### src/rtl/mux_pkg.sv
// rtl/mux_pkg.sv - shared defaults and select-width helper for the N:1 mux
package mux_pkg;

    localparam int DEFAULT_N = 4;
    localparam int DEFAULT_W = 8;

    // A channel index needs at least one bit even when clog2 would give zero.
    function automatic int sel_width(input int n);
        return (n <= 2) ? 1 : $clog2(n);
    endfunction

endpackage

### src/rtl/rr_arbiter.sv
// rtl/rr_arbiter.sv - combinational round-robin grant starting at ptr
module rr_arbiter
    import mux_pkg::*;
#(
    parameter  int N  = DEFAULT_N,
    localparam int SW = sel_width(N)
) (
    input  logic [N-1:0]  valid,
    input  logic [SW-1:0] ptr,
    output logic [SW-1:0] grant,
    output logic          grant_valid
);

    logic [SW:0] idx;

    // Walk ptr, ptr+1, ... wrapping at N; the first valid channel wins.
    always_comb begin
        grant       = '0;
        grant_valid = 1'b0;
        idx         = '0;
        for (int i = 0; i < N; i++) begin
            idx = {1'b0, ptr} + (SW + 1)'(i);
            if (idx >= (SW + 1)'(N)) begin
                idx = idx - (SW + 1)'(N);
            end
            for (int k = 0; k < N; k++) begin
                if (!grant_valid && idx == (SW + 1)'(k) && valid[k]) begin
                    grant_valid = 1'b1;
                    grant       = SW'(k);
                end
            end
        end
    end

endmodule

### src/rtl/mux_nx1_rr.sv
// rtl/mux_nx1_rr.sv - N:1 registered mux with manual or round-robin channel grant
module mux_nx1_rr
    import mux_pkg::*;
#(
    parameter  int N  = DEFAULT_N,
    parameter  int W  = DEFAULT_W,
    localparam int SW = sel_width(N)
) (
    input  logic            clk,
    input  logic            rst,
    input  logic [N*W-1:0]  in_data,
    input  logic [N-1:0]    in_valid,
    output logic [N-1:0]    in_ready,
    input  logic [SW-1:0]   sel,
    input  logic            mode,
    output logic [W-1:0]    out_data,
    output logic            out_valid,
    input  logic            out_ready,
    output logic [SW-1:0]   out_ch
);

    logic [SW-1:0] ptr;
    logic [SW-1:0] arb_grant;
    logic          arb_valid;
    logic [SW-1:0] grant;
    logic          grant_valid;
    logic          load_en;
    logic          xfer;
    logic [W-1:0]  grant_data;

    rr_arbiter #(.N(N)) u_arb (
        .valid       (in_valid),
        .ptr         (ptr),
        .grant       (arb_grant),
        .grant_valid (arb_valid)
    );

    assign load_en = !out_valid || out_ready;

    // Manual mode grants sel even without in_valid, so in_ready never waits on the source.
    always_comb begin
        grant       = mode ? arb_grant : sel;
        grant_valid = mode ? arb_valid : (int'(sel) < N);
        in_ready    = '0;
        xfer        = 1'b0;
        grant_data  = '0;
        for (int k = 0; k < N; k++) begin
            if (grant == SW'(k)) begin
                in_ready[k] = !rst && grant_valid && load_en;
                xfer        = !rst && grant_valid && load_en && in_valid[k];
                grant_data  = in_data[k*W +: W];
            end
        end
    end

    always_ff @(posedge clk) begin
        if (rst) begin
            out_valid <= 1'b0;
            out_data  <= '0;
            out_ch    <= '0;
            ptr       <= '0;
        end else if (load_en) begin
            out_valid <= xfer;
            if (xfer) begin
                out_data <= grant_data;
                out_ch   <= grant;
                if (mode) begin
                    ptr <= (grant == SW'(N - 1)) ? '0 : grant + 1'b1;
                end
            end
        end
    end

endmodule

### config.mk
export PLATFORM = sky130hd
export DESIGN_NAME = mux_nx1_rr
export DESIGN_NICKNAME = d
export VERILOG_FILES = /design/src/rtl/mux_pkg.sv /design/src/rtl/rr_arbiter.sv /design/src/rtl/mux_nx1_rr.sv
export SDC_FILE = /design/constraint.sdc
export NUM_CORES = 1
export LEC_CHECK = 0
export ABC_CLOCK_PERIOD_IN_PS = 4000
export CORE_UTILIZATION = 40
export CTS_CLUSTER_DIAMETER = 100
export DETAILED_ROUTE_END_ITERATION = 16
export PLACE_DENSITY = 0.81
export SETUP_SLACK_MARGIN = 0.4
export SKIP_CTS_REPAIR_TIMING = 1
export SLEW_MARGIN = 20
export SYNTH_ARGS = -nofsm -noshare
export SYNTH_HDL_FRONTEND = slang
export SYNTH_SLANG_ARGS = --single-unit
### constraint.sdc
create_clock -name clk -period 4 [get_ports clk]
set_input_delay 0.8 -clock clk [delete_from_list [all_inputs] [get_ports clk]]
set_output_delay 0.8 -clock clk [all_outputs]
set_load 0.05 [all_outputs]
==> impl_metrics.csv <==
group,metric,value,unit
outcome,status,"finished, final reports clean",
routing,drc,0,
floorplan,die_x,54.59,um
hold_path,min_to,"out_data[6]$_SDFFE_PP0P_",
clock_network,clock_latency,260,ps
clock_network,cts_buffer_depth,2,
grt,grt_max_degree,17,
place,io_buffers,56,
sta,rsz0062_at_grt,"false",
synthesis,async_flop_share,0,%
routing,drt_iter0_markers,27,
worst_setup_path,critPathArrivalTime,2700,ps
worst_setup_path,crit_path_start_kind,"input pin",
grt,antenna_found_initial,0,
floorplan,num_rows,18,
worst_setup_path,end_kind,"output pin",
worst_setup_path,slowest_delay,470,ps
floorplan,die_h,54.59,um
synthesis,ys_warn_count,0,
sta,max_slew_margin,65.46,%
clock_network,root_buffer,"clkbuf_4",
worst_setup_path,r2r-end,"out_data[2]$_SDFFE_PP0P_",
power_and_ir_drop,power.density,302.4,nW/um^2
grt,grt.overflow.total,0,
final_layout,utilization,69.47,%
worst_setup_path,crit_chain,"clkdlybuf4s50_1, inv_1, or3_2, o32a_1, and2_4, ha_4, and2_1, buf_4",
grt,grtUsageTotal,23.17,%
sta,drv_slew,0,
synthesis,synth_area_leaders,"dfxtp_1, a21oi_1, a211oi_2",
floorplan,io_pins,57,
worst_setup_path,criticalPathCategory,"input pin to output pin",
worst_setup_path,critical-path-top-delay-family,"simple AND/OR/NAND/NOR gates",
clock_network,cts.sinks,13,
clock_network,cts.clk_slew.worst_paths,70,ps
synthesis,synth_cell_types,31,
power_and_ir_drop,peakVddDrop,0.2632,mV
worst_setup_path,crit_slowest_cell,"clkdlybuf4s50_1",
worst_setup_path,critPathBufInv,3,
synthesis,syn_inst,142,
synthesis,syn_avg_cell_area,7.789,sq um
power_and_ir_drop,p_leak,0.7026,nW
worst_setup_path,cp_max_fo,10,
clock_network,cts-htree-levels,1,
synthesis,synth_area_leader_cell,"dfxtp_1",
sta,max_freq,285.3,MHz
clock_network,tritoncts,"done",
hold_path,hold_class,"register to register",
routing,wirelength,3412,um
sta,min_period,3505,ps
final_layout,syn2layout_area_growth,59.84,%
floorplan,start_util,43.46,%
synthesis,synth_edf_count,0,
synthesis,syn-cell-area,1106,sq um
hold_path,hp-start,"out_data[6]$_SDFFE_PP0P_",
worst_setup_path,r2r-start,"ptr[1]$_SDFFE_PP0P_",
final_layout,insertedDiodeCount,0,
sta,setup_viol,0,
routing,wl_per_cell,14.96,um
routing,postRouteAntennaNets,0,
routing,dr.pass1.iters,4,
grt,grt_pass1_vias,1160,
synthesis,synth_nets,188,
synthesis,synth_top_area_share,23.53,%
routing,routed_via_density,5.351,
final_layout,fin_nets,245,
worst_setup_path,critPathRequiredTime,3200,ps
job,drv_cap,0,
sta,setup-tns-final,0,ps
sta,post-route-period-util,87.62,%
place,gp_congestion,0.9246,
sta,worstMarginPinSlew,516.5,ps
synthesis,ys_ff_latch,13,
final_layout,drive_gt1_share,17.68,%
routing,vias,1220,
synthesis,yosys_most_used_dff,"dfxtp_1",
synthesis,seq_area_frac_synth,23.53,%
floorplan,dieArea,2980,sq um
place,hpwl,2746,um
hold_path,min_path_cells,2,
grt,grt_pass1_wl,4933,um
worst_setup_path,ff2ff_path_depth,10,
sta,finalHoldViolCount,0,
worst_setup_path,r2r_slack,1340,ps
sta,finClkSkew,1.800,ps
floorplan,core_area,2545,sq um
clock_network,cts_made_buffers,3,
==> metrics by stage <==
stage	worst slack, ps	instances	hold slack (ps)	instance area [sq um]	total power, W
2_1_floorplan	478.4	142	545.8	1106	0.0003457
6_report	495.1	228	544.9	1768	0.0005347
5_1_grt	411.8	228	551.7	1768	0.0005644
4_1_cts	237.1	228	547.2	1733	0.0005331
3_3_place_gp	307.4	224	523.2	1707	0.0004447
3_5_place_dp	232.9	224	533.8	1707	0.0004536
==> layout make-up <==
class / instances / area, sq um
Fill cell: 205 / 777.0
Multi-Input combinational cell: 104 / 739.5
Tap cell: 30 / 37.54
Sequential cell: 13 / 260.3
Inverter: 13 / 48.80
Clock buffer: 4 / 26.28
Timing Repair Buffer: 64 / 655.6
==> metal layers <==
layer	part of all wire [%]	GRT usage [%]	up-vias
li1	-	-	621
met5	0	0	-
met1	43	27.15	561
met3	4.1	2.500	8
met4	1.5	10.26	0
met2	52	41.57	30
==> where the power goes <==
group / switching (W) / internal, W
logic: 0.000172 / 0.000131
registers: 0.00000935 / 0.000145
clock network: 0.0000382 / 0.0000386
total: 0.000220 / 0.000315
==> synth_stat cells (4+ instances only) <==
library cell and count:
clkbuf_1 4, a211oi_2 10, dfxtp_1 13, a21oi_1 32
a22oi_1 8, and2_1 5, ha_1 4, nand2_1 12
inv_1 13, o21ai_0 8, buf_6 4, nor2_1 4
==> worst register-to-register path: stages (launching register included) <==
cell and delay, ps:
dfxtp_1 390, nand2b_1 130, a21oi_1 100, o41ai_2 380
inv_1 180, ha_1 280, nor3b_1 160, a211oi_2 390
buf_4 260, a21oi_1 100, a211oi_2 210
==> worst max-delay path by stage <==
| stage | startpoint | slack (ps) | cells past startpoint | end |
|---|---|---|---|---|
| 6_report | mode | 500 | 8 | in_ready[0] |
| 3_3_place_gp | in_valid[2] | 310 | 8 | in_ready[0] |
| 4_1_cts | in_valid[2] | 240 | 8 | in_ready[0] |
| 5_1_grt | mode | 410 | 8 | in_ready[2] |
| 3_5_place_dp | in_valid[2] | 230 | 8 | in_ready[0] |
| 2_1_floorplan | mode | 480 | 9 | in_ready[3] |
==> placed cells by master, fill, tap and decap left out, types with 3 or more instances in the layout <==
cell / Yosys / layout
dfxtp_1: 13 / 13
a211oi_2: 10 / 10
a21oi_1: 32 / 32
o21ai_0: 8 / 8
buf_4: 2 / 9
and2_1: 5 / 4
clkdlybuf4s50_1: 0 / 49
nand2_1: 12 / 12
buf_12: 0 / 3
a22oi_1: 8 / 8
inv_1: 13 / 13
nor2_1: 4 / 4
dlymetal6s2s_1: 0 / 3
clkbuf_4: 0 / 3
==> state kept, by name, indices dropped and copies added, names as in the netlist <==
register   cells
out_data       8
out_valid      1
ptr            2
out_ch         2
==> cells by family after synthesis <==
family	share of synthesized area, %
AO/OA/AOI/OAI	41.97
adder cells (fa/ha/maj)	4.525
multiplexers	0.9050
flip-flops	23.53
AND/OR/NAND/NOR	16.97
buffers and inverters	12.10
(Power assumes the default switching activity.)
